[config.mk]
export PLATFORM = sky130hd
export DESIGN_NAME = regfile_wb_queue
export DESIGN_NICKNAME = d
export VERILOG_FILES = /design/src/rtl/regfile_wb_queue_pkg.sv /design/src/rtl/regfile_wb_queue_fifo.sv /design/src/rtl/regfile_wb_queue.sv
export SDC_FILE = /design/constraint.sdc
export NUM_CORES = 1
export LEC_CHECK = 0
export CAP_MARGIN = 25
export CORE_MARGIN = 8
export CORE_UTILIZATION = 45
export CTS_CLUSTER_SIZE = 20
export DETAILED_ROUTE_END_ITERATION = 10
export PLACE_DENSITY = 0.73
export SYNTH_ARGS = -nofsm -noshare
export SYNTH_HDL_FRONTEND = slang
export SYNTH_HIERARCHICAL = 1
export SYNTH_SLANG_ARGS = --single-unit
[constraint.sdc]
create_clock -name clk -period 3.9 [get_ports clk]
set_clock_uncertainty 0.05 [all_clocks]
set_input_delay 0.975 -clock clk [delete_from_list [all_inputs] [get_ports clk]]
set_output_delay 0.975 -clock clk [all_outputs]
set_load 0.005 [all_outputs]
[src/rtl/regfile_wb_queue_pkg.sv]
// Shared constants for the register-file write-back queue: default widths,
// the zero word, the register-0 address and the write-enable levels.
package regfile_wb_queue_pkg;

    localparam int WBQ_DEPTH = 4;
    localparam int WBQ_AW    = 5;
    localparam int WBQ_DW    = 32;

    localparam logic [WBQ_DW-1:0] ZERO_WORD = '0;
    localparam logic [WBQ_AW-1:0] REG_ZERO  = '0;

    localparam logic WE_ON  = 1'b1;
    localparam logic WE_OFF = 1'b0;

endpackage

[src/rtl/regfile_wb_queue_fifo.sv]
// In-order write-back FIFO: two ordered pushes (A then B) and one pop per cycle.
// Entry valid bits and addresses are exposed for the decode-stage hazard compare.
module wbq_fifo
    import regfile_wb_queue_pkg::*;
#(
    parameter  int DEPTH = WBQ_DEPTH,
    parameter  int AW    = WBQ_AW,
    parameter  int DW    = WBQ_DW,
    localparam int PW    = $clog2(DEPTH),
    localparam int CW    = PW + 1
) (
    input  logic                     clk,
    input  logic                     rst,
    input  logic                     push_a,
    input  logic [AW-1:0]            push_a_addr,
    input  logic [DW-1:0]            push_a_data,
    input  logic                     push_b,
    input  logic [AW-1:0]            push_b_addr,
    input  logic [DW-1:0]            push_b_data,
    input  logic                     pop,
    output logic [AW-1:0]            head_addr,
    output logic [DW-1:0]            head_data,
    output logic [CW-1:0]            count,
    output logic [DEPTH-1:0]         entry_valid,
    output logic [DEPTH-1:0][AW-1:0] entry_addr
);

    logic [AW-1:0] addr_mem [DEPTH];
    logic [DW-1:0] data_mem [DEPTH];

    logic [PW-1:0] wr_ptr_reg;
    logic [PW-1:0] rd_ptr_reg;
    logic [CW-1:0] count_reg;
    logic [PW-1:0] b_slot;

    // B lands behind A when both push in the same cycle.
    assign b_slot = push_a ? wr_ptr_reg + PW'(1) : wr_ptr_reg;

    always_ff @(posedge clk) begin
        if (push_a) begin
            addr_mem[wr_ptr_reg] <= push_a_addr;
            data_mem[wr_ptr_reg] <= push_a_data;
        end
        if (push_b) begin
            addr_mem[b_slot] <= push_b_addr;
            data_mem[b_slot] <= push_b_data;
        end
    end

    always_ff @(posedge clk) begin
        if (rst) begin
            wr_ptr_reg <= '0;
            rd_ptr_reg <= '0;
            count_reg  <= '0;
        end else begin
            wr_ptr_reg <= wr_ptr_reg + PW'(push_a) + PW'(push_b);
            rd_ptr_reg <= rd_ptr_reg + PW'(pop);
            count_reg  <= count_reg + CW'(push_a) + CW'(push_b) - CW'(pop);
        end
    end

    assign head_addr = addr_mem[rd_ptr_reg];
    assign head_data = data_mem[rd_ptr_reg];
    assign count     = count_reg;

    // A slot is live when its distance from the read pointer is below the occupancy.
    for (genvar gi = 0; gi < DEPTH; gi++) begin : g_entry
        logic [PW-1:0] offset;
        assign offset          = PW'(gi) - rd_ptr_reg;
        assign entry_valid[gi] = ({1'b0, offset} < count_reg);
        assign entry_addr[gi]  = addr_mem[gi];
    end

endmodule

[src/rtl/regfile_wb_queue.sv]
// Register-file write-back queue: arbitrates ALU (A) and load (B) results into an
// ordered FIFO, drains one write per cycle and flags pending RAW hazards.
// Optional same-cycle bypass into an empty queue when WB_QUEUE_BYPASS_EN is defined.
module regfile_wb_queue
    import regfile_wb_queue_pkg::*;
#(
    parameter  int DEPTH = WBQ_DEPTH,
    parameter  int AW    = WBQ_AW,
    parameter  int DW    = WBQ_DW,
    localparam int CW    = $clog2(DEPTH) + 1
) (
    input  logic          clk,
    input  logic          rst,
    input  logic          a_valid,
    output logic          a_ready,
    input  logic [AW-1:0] a_addr,
    input  logic [DW-1:0] a_data,
    input  logic          b_valid,
    output logic          b_ready,
    input  logic [AW-1:0] b_addr,
    input  logic [DW-1:0] b_data,
    input  logic          hold,
    output logic          we,
    output logic [AW-1:0] waddr,
    output logic [DW-1:0] wdata,
    input  logic [AW-1:0] q_addr1,
    output logic          q_pend1,
    input  logic [AW-1:0] q_addr2,
    output logic          q_pend2,
    output logic [CW-1:0] count
);

    logic                     a_fire, b_fire;
    logic                     a_nz, b_nz;
    logic                     byp_a, byp_b;
    logic                     push_a, push_b;
    logic                     empty, pop;
    logic [AW-1:0]            head_addr;
    logic [DW-1:0]            head_data;
    logic [DEPTH-1:0]         entry_valid;
    logic [DEPTH-1:0][AW-1:0] entry_addr;
    logic [DEPTH-1:0]         hit1, hit2;

    logic                     we_reg;
    logic [AW-1:0]            waddr_reg;
    logic [DW-1:0]            wdata_reg;

    // Readiness looks only at the registered occupancy; a pop this cycle gives no credit.
    assign a_ready = !rst && (count < CW'(DEPTH));
    assign a_fire  = a_valid && a_ready;
    assign b_ready = !rst && ((count + CW'(a_fire)) < CW'(DEPTH));
    assign b_fire  = b_valid && b_ready;

    assign a_nz  = (a_addr != AW'(REG_ZERO));
    assign b_nz  = (b_addr != AW'(REG_ZERO));
    assign empty = (count == '0);
    assign pop   = !hold && !empty;

`ifdef WB_QUEUE_BYPASS_EN
    logic byp_ok;
    assign byp_ok = empty && !hold;
    assign byp_a  = byp_ok && a_fire && a_nz;
    assign byp_b  = byp_ok && b_fire && b_nz && !byp_a;
`else
    assign byp_a = 1'b0;
    assign byp_b = 1'b0;
`endif

    // Register-0 results complete the handshake but are dropped here.
    assign push_a = a_fire && a_nz && !byp_a;
    assign push_b = b_fire && b_nz && !byp_b;

    wbq_fifo #(
        .DEPTH (DEPTH),
        .AW    (AW),
        .DW    (DW)
    ) u_fifo (
        .clk         (clk),
        .rst         (rst),
        .push_a      (push_a),
        .push_a_addr (a_addr),
        .push_a_data (a_data),
        .push_b      (push_b),
        .push_b_addr (b_addr),
        .push_b_data (b_data),
        .pop         (pop),
        .head_addr   (head_addr),
        .head_data   (head_data),
        .count       (count),
        .entry_valid (entry_valid),
        .entry_addr  (entry_addr)
    );

    always_ff @(posedge clk) begin
        if (rst) begin
            we_reg    <= WE_OFF;
            waddr_reg <= AW'(REG_ZERO);
            wdata_reg <= DW'(ZERO_WORD);
        end else begin
            we_reg <= pop ? WE_ON : WE_OFF;
            if (pop) begin
                waddr_reg <= head_addr;
                wdata_reg <= head_data;
            end else if (byp_a || byp_b) begin
                waddr_reg <= waddr;
                wdata_reg <= wdata;
            end
        end
    end

    assign we    = we_reg || byp_a || byp_b;
    assign waddr = byp_a ? a_addr : (byp_b ? b_addr : waddr_reg);
    assign wdata = byp_a ? a_data : (byp_b ? b_data : wdata_reg);

    // A write is pending while queued or while it sits on the regfile port this cycle.
    for (genvar gi = 0; gi < DEPTH; gi++) begin : g_hit
        assign hit1[gi] = entry_valid[gi] && (entry_addr[gi] == q_addr1);
        assign hit2[gi] = entry_valid[gi] && (entry_addr[gi] == q_addr2);
    end

    assign q_pend1 = (q_addr1 != AW'(REG_ZERO)) && ((|hit1) || (we && (waddr == q_addr1)));
    assign q_pend2 = (q_addr2 != AW'(REG_ZERO)) && ((|hit2) || (we && (waddr == q_addr2)));

endmodule
==> results.json, run 1 <==
{
  "finalHoldViolCount": 0,
  "ios": 134,
  "yosysWarnings": 6,
  "reg2reg_to": "u_fifo/count[2]$_SDFF_PP0_",
  "drtIter0Drc": 347,
  "insertion_delay_ns": 0.44,
  "post-route-min-period_ns": 3.68,
  "place_area_um2": 11800,
  "final_area_um2": 12500,
  "largest_register_ffs": 128,
  "outcome": "finished, final reports clean",
  "syn_inst": 686,
  "vdd_drop_max_mv": 0.345,
  "io_buffers": 133,
  "cts_buffers": 17,
  "dr_total_vias": 6100,
  "combPwrFrac": 0.319,
  "cts_hold_buf": 0,
  "ys_seq_area_frac": 0.535,
  "antenna_cells": 0,
  "area_growth_pct": 24.9,
  "crit_path_end_kind": "output pin",
  "dp_cells": 1090,
  "cts.sinks": 193,
  "grt_max_degree": 39,
  "rows": 54,
  "wl_mm": 24.2,
  "worstReg2RegStart": "u_fifo/count[2]$_SDFF_PP0_",
  "initial_core_util": 0.458,
  "post-route-drc-count": 0,
  "gp_congestion": 0.879,
  "cts.clk_slew.worst_paths_ns": 0.08,
  "fin_nets": 931,
  "p_clk_frac": 0.273,
  "avgViaCountPerCell": 5.44,
  "p_sw_mw": 2.16,
  "die_h_um": 165,
  "cts_setup_buffers": 0,
  "drive_gt1_frac": 0.315,
  "synth_area_um2": 9990,
  "synth-edff-count": 148,
  "drv_cap": 0,
  "fmaxAchievable_mhz": 272,
  "hold_end": "wdata[27]$_SDFFE_PP0P_",
  "regToRegSetupSlack_ns": 1.28,
  "post_synth.cell_area_avg_um2": 14.6,
  "hp-start": "wdata[27]$_SDFFE_PP0P_",
  "hold_ws_ns": 0.403,
  "synth_ff_type": "edfxtp_1",
  "setup_violations": 0,
  "track_usage": 0.183,
  "layout.cells.non_filler": 1122,
  "htree_num_levels": 4,
  "max-slew-margin-rel": 0.469,
  "yosys.cell_types.count": 41,
  "synth_seq_cells": 193,
  "synth_nets": 788,
  "seq_power_share": 0.408,
  "p_leak_nw": 4.44,
  "period_share": 0.944,
  "synthArstFlopShare": 0,
  "maxSlewViolCount": 0,
  "hpwl_mm": 16.4,
  "grt_pass1_vias": 6571,
  "clockRootBuffer": "clkbuf_16",
  "cp.arrival_ns": 2.66,
  "min_path_cells": 2,
  "core_area_um2": 21800,
  "drtAntennaViolNets": 0,
  "power.total_mw": 6.78,
  "rsz0062_at_grt": "no",
  "cts_buffer_depth": 2,
  "place_worst_setup_slack_ns": -0.0452,
  "hold_path_class": "reg -> reg",
  "p_int_mw": 4.62,
  "power_density_nw_per_um2": 543,
  "cts_tree": "yes",
  "start_kind": "primary input",
  "reg2reg_depth": 10,
  "switching_share": 0.319,
  "crit_type": "in -> out",
  "wl_per_cell_um": 21.6,
  "drt_first_pass_iters": 4,
  "overflow": 0,
  "cp_max_fo": 6,
  "grt_pass1_wl_mm": 37.4,
  "layout_setup_ws_ns": 0.219,
  "die_w_um": 165,
  "worst_slew_pin_slew_ns": 0.796,
  "die-area_um2": 27200,
  "critPathRequiredTime_ns": 2.87,
  "antenna_found_initial": 0
}
==> layout make-up <==
class                      instances  area, um^2
sequential                       193        5350
timing repair buffer             172        1830
fill                            1785        9340
clock buffer                      17         425
tap                              280         350
inverter                          10        37.5
multi-input combinational        435        4270
clock inverter                    15         218
==> metal layers <==
metal  vias up  GRT usage  part of all wire
met5         -          0                 0
met4         0     0.0639             0.020
met3        36     0.0341             0.048
met2       183      0.323              0.52
met1      3026      0.220              0.41
li1       2855          -                 -
==> through the flow <==
stage	TNS (ns)	utilization
6_report	0	0.572
3_3_place_gp	-0.0625	0.542
3_5_place_dp	-0.0641	0.542
4_1_cts	0	0.571
5_1_grt	0	0.572
2_1_floorplan	0	-
==> synthesized netlist by cell type, types with 10 or more instances <==
| cell type | instances | area share |
|---|---|---|
| a21oi_1 | 41 | 0.021 |
| buf_2 | 12 | 0.0060 |
| buf_4 | 10 | 0.0075 |
| buf_6 | 13 | 0.015 |
| dfxtp_1 | 45 | 0.090 |
| edfxtp_1 | 148 | 0.44 |
| ha_1 | 10 | 0.013 |
| mux2_2 | 101 | 0.11 |
| mux2_4 | 38 | 0.057 |
| mux4_2 | 37 | 0.083 |
| nand2_1 | 83 | 0.031 |
| nand3_1 | 12 | 0.0060 |
| nor4_1 | 10 | 0.0063 |
| xnor2_1 | 14 | 0.012 |
| xor2_1 | 41 | 0.036 |
==> cell usage in the layout, fill, tap and decap left out, types with 22 or more instances in the layout <==
master / n
nand2_1: 81
mux2_2: 101
buf_4: 22
mux4_2: 37
mux2_4: 38
clkdlybuf4s50_1: 122
a21oi_1: 41
edfxtp_1: 148
dfxtp_1: 43
xor2_1: 41
==> worst max path at each step <==
stage | depth (start not counted) | slack, ns | startpoint | end
6_report | 7 | 0.22 | q_addr2[2] | q_pend2
5_1_grt | 7 | 0.05 | q_addr1[4] | q_pend1
4_1_cts | 7 | 0.003 | q_addr2[0] | q_pend2
3_5_place_dp | 7 | -0.05 | q_addr2[2] | q_pend2
3_3_place_gp | 7 | -0.04 | q_addr2[2] | q_pend2
2_1_floorplan | 8 | 0.25 | a_addr[1] | u_fifo/addr_mem[1][0]$_DFFE_PP_
==> logic make-up (layout without fill, tap and decap cells) <==
group	after synthesis	count (layout)	synth area share
AO/OA/AOI/OAI	53	53	0.0318
XOR/XNOR	55	55	0.0482
adder cells (fa/ha/maj)	13	13	0.0185
buffers and inverters	58	214	0.0433
flip-flops	193	193	0.535
multiplexers	185	185	0.264
AND/OR/NAND/NOR	129	129	0.0586
==> repair_timing <==
item,CTS,global route
pin swaps,0,1
endpoints found under the hold margin,0,0
gates resized for setup,6,5
setup endpoints to repair,2,2
==> power groups by stage <==
| stage | Clock [mW] | Combinational [mW] | Sequential (mW) |
|---|---|---|---|
| after floorplan | 0 | 1.38 | 2.76 |
| after global placement | 0 | 2.17 | 2.81 |
| after detailed placement | 0 | 2.20 | 2.81 |
| after CTS | 1.89 | 2.21 | 2.77 |
| after global routing | 1.96 | 2.36 | 2.80 |
| final | 1.85 | 2.16 | 2.76 |
==> critical path, cell delays in order <==
cell             delay (ns)
dlygate4sd2_1          0.35
xor2_1                 0.18
nor4_1                 0.30
nand3_1                0.12
nand2_1                0.09
o22a_1                 0.14
clkdlybuf4s50_1        0.51
(Power assumes the default switching activity.)
==> inputs of run 2 (changes only) <==
--- a/config.mk
+++ b/config.mk
@@ -5,8 +5,8 @@
 export SDC_FILE = /design/constraint.sdc
 export NUM_CORES = 1
 export LEC_CHECK = 0
-export CAP_MARGIN = 25
-export CORE_MARGIN = 8
+export CAP_MARGIN = 20
+export CORE_MARGIN = 1.5
 export CORE_UTILIZATION = 45
 export CTS_CLUSTER_SIZE = 20
 export DETAILED_ROUTE_END_ITERATION = 10
==> run 2 against run 1 <==
Fmax decreased by 4.0%; critical endpoint is now q_pend1; register-to-register slack worse by 0.06 ns; flip-flop and latch count did not move; cell area shrank 0.36%; sequential power about the same; highest routed layer unchanged; largest power group unchanged; die area decreased by 15%.
==> results.json, run 2 (same netlist as run 1, synthesis figures left out) <==
{
  "htree_num_levels": 4,
  "core_area_um2": 21800,
  "cts.clk_slew.worst_paths_ns": 0.07,
  "rsz0062_at_grt": "no",
  "crit_type": "in -> out",
  "cp.arrival_ns": 2.81,
  "cts_hold_buf": 0,
  "cts_buffer_depth": 2,
  "place_area_um2": 11800,
  "drv_cap": 0,
  "hp-start": "wdata[6]$_SDFFE_PP0P_",
  "rows": 54,
  "track_usage": 0.209,
  "hold_end": "wdata[6]$_SDFFE_PP0P_",
  "cpMaxStageDelayCell": "clkdlybuf4s50_1",
  "initial_core_util": 0.458,
  "overflow": 0,
  "io_buffers": 133,
  "fillers": 1790,
  "finalHoldViolCount": 0,
  "hpwl_mm": 15.3,
  "p_clk_frac": 0.271,
  "area_growth_pct": 24.5,
  "max-slew-margin-rel": 0.494,
  "final_common_cell": "edfxtp_1",
  "reg2reg_to": "u_fifo/data_mem[2][24]$_DFFE_PP_",
  "power_density_nw_per_um2": 539,
  "maxSlewViolCount": 0,
  "worst_slew_pin_slew_ns": 0.759,
  "cts_tree": "yes",
  "cp_common_cell": "clkdlybuf4s50_1",
  "outcome": "finished, final reports clean",
  "fin_nets": 931,
  "start_kind": "primary input",
  "vdd_drop_max_mv": 0.317,
  "crit_path_end_kind": "output pin",
  "avgViaCountPerCell": 5.42,
  "ios": 134,
  "dr_total_vias": 6089,
  "post-route-min-period_ns": 3.84,
  "wl_mm": 23.6,
  "cts_setup_buffers": 0,
  "p_int_mw": 4.58,
  "drtIter0Drc": 300,
  "critPathMaxStageDelay_ns": 0.50,
  "cts.sinks": 193,
  "cts_buffers": 17,
  "gp_congestion": 0.884,
  "period_share": 0.983,
  "die-area_um2": 23100,
  "min_path_cells": 2,
  "worstPathCellList": "clkdlybuf4s50_1, buf_4, xor2_1, nor4_1, nand3_1, nand2_1, o22a_1, clkdlybuf4s50_1",
  "setup_violations": 0,
  "final_area_um2": 12400,
  "drtAntennaViolNets": 0,
  "insertion_delay_ns": 0.44,
  "grt_pass1_wl_mm": 36.5,
  "p_sw_mw": 2.13,
  "reg2reg_depth": 6,
  "wl_per_cell_um": 21.0,
  "layout_common_cells": "edfxtp_1 (148), clkdlybuf4s50_1 (124), mux2_2 (101)",
  "antenna_found_initial": 1,
  "die_w_um": 152,
  "post-route-drc-count": 0,
  "regToRegSetupSlack_ns": 1.22,
  "drive_gt1_frac": 0.316,
  "clockRootBuffer": "clkbuf_16",
  "cp_max_fo": 6,
  "hold_path_class": "reg -> reg",
  "fmaxAchievable_mhz": 261,
  "seq_power_share": 0.414,
  "grt_pass1_vias": 6267,
  "worstReg2RegStart": "u_fifo/count[0]$_SDFF_PP0_",
  "critPathRequiredTime_ns": 2.87,
  "die_h_um": 152,
  "p_leak_nw": 4.42,
  "largest_register_ffs": 128,
  "switching_share": 0.317,
  "combPwrFrac": 0.315,
  "power.total_mw": 6.71,
  "grt_max_degree": 46,
  "drt_first_pass_iters": 8
}
-- run 2: how the worst max path moves through the flow --
stage,start,end,slack [ns]
2_1_floorplan,a_addr[1],u_fifo/addr_mem[1][0]$_DFFE_PP_,0.25
3_3_place_gp,q_addr2[2],q_pend2,-0.05
3_5_place_dp,q_addr1[3],q_pend1,-0.02
4_1_cts,q_addr1[0],q_pend1,0.01
5_1_grt,q_addr2[4],q_pend2,0.005
6_report,q_addr1[4],q_pend1,0.06
-- run 2: layout make-up --
class	instances	area (um^2)	share of cell area
diodes	1	2.50	0.000201
clock buffers	17	425	0.0342
clock inverters	15	211	0.0170
inverters	10	37.5	0.00302
multi-input cells	435	4270	0.343
flip-flops and latches	193	5350	0.430
well taps	280	350	0.0282
repair buffers	172	1790	0.144
-- run 2: metrics by stage --
stage	std cells	setup WS (ns)	TNS, ns	util	hold slack (ns)
2_1_floorplan	686	0.252	0	-	0.403
3_3_place_gp	1090	-0.0451	-0.0666	0.540	0.394
3_5_place_dp	1090	-0.0247	-0.0435	0.540	0.399
4_1_cts	1122	0.0128	0	0.569	0.411
5_1_grt	1123	0.00500	0	0.570	0.428
6_report	1123	0.0644	0	0.570	0.408
-- run 2: power by group through the flow --
stage	registers (mW)	logic (mW)	clock network [mW]
2_1_floorplan	2.76	1.38	0
3_5_place_dp	2.83	2.13	0
3_3_place_gp	2.81	2.11	0
4_1_cts	2.78	2.14	1.85
5_1_grt	2.81	2.29	1.93
6_report	2.78	2.11	1.82
-- run 2: repair_timing --
item / in CTS / in global routing
endpoints found under the setup margin: 2 / 2
pin swaps: 0 / 3
gates resized for setup: 4 / 6
-- run 2: metal layers --
layer,share of wire,routed length [um],up-vias,track usage
li1,-,-,2851,-
met1,0.43,10200,3091,0.263
met2,0.52,12300,134,0.374
met3,0.035,820,13,0.0317
met4,0.012,277,0,0.0550
met5,0,0,-,0
-- run 2: worst max-delay path, delay by kind of cell --
| family | cells | cell delay [ns] |
|---|---|---|
| AO/OA/AOI/OAI | 1 | 0.13 |
| XOR/XNOR | 1 | 0.16 |
| buffers and inverters | 3 | 1.07 |
| AND/OR/NAND/NOR | 3 | 0.48 |
==> inputs of run 3 (changes only) <==
--- a/config.mk
+++ b/config.mk
@@ -11,6 +11,7 @@
 export CTS_CLUSTER_SIZE = 20
 export DETAILED_ROUTE_END_ITERATION = 10
 export PLACE_DENSITY = 0.73
+export SLEW_MARGIN = 5
 export SYNTH_ARGS = -nofsm -noshare
 export SYNTH_HDL_FRONTEND = slang
 export SYNTH_HIERARCHICAL = 1
==> results of run 3 <==
No change in the layout: final DEF, timing and power equal those of run 2.
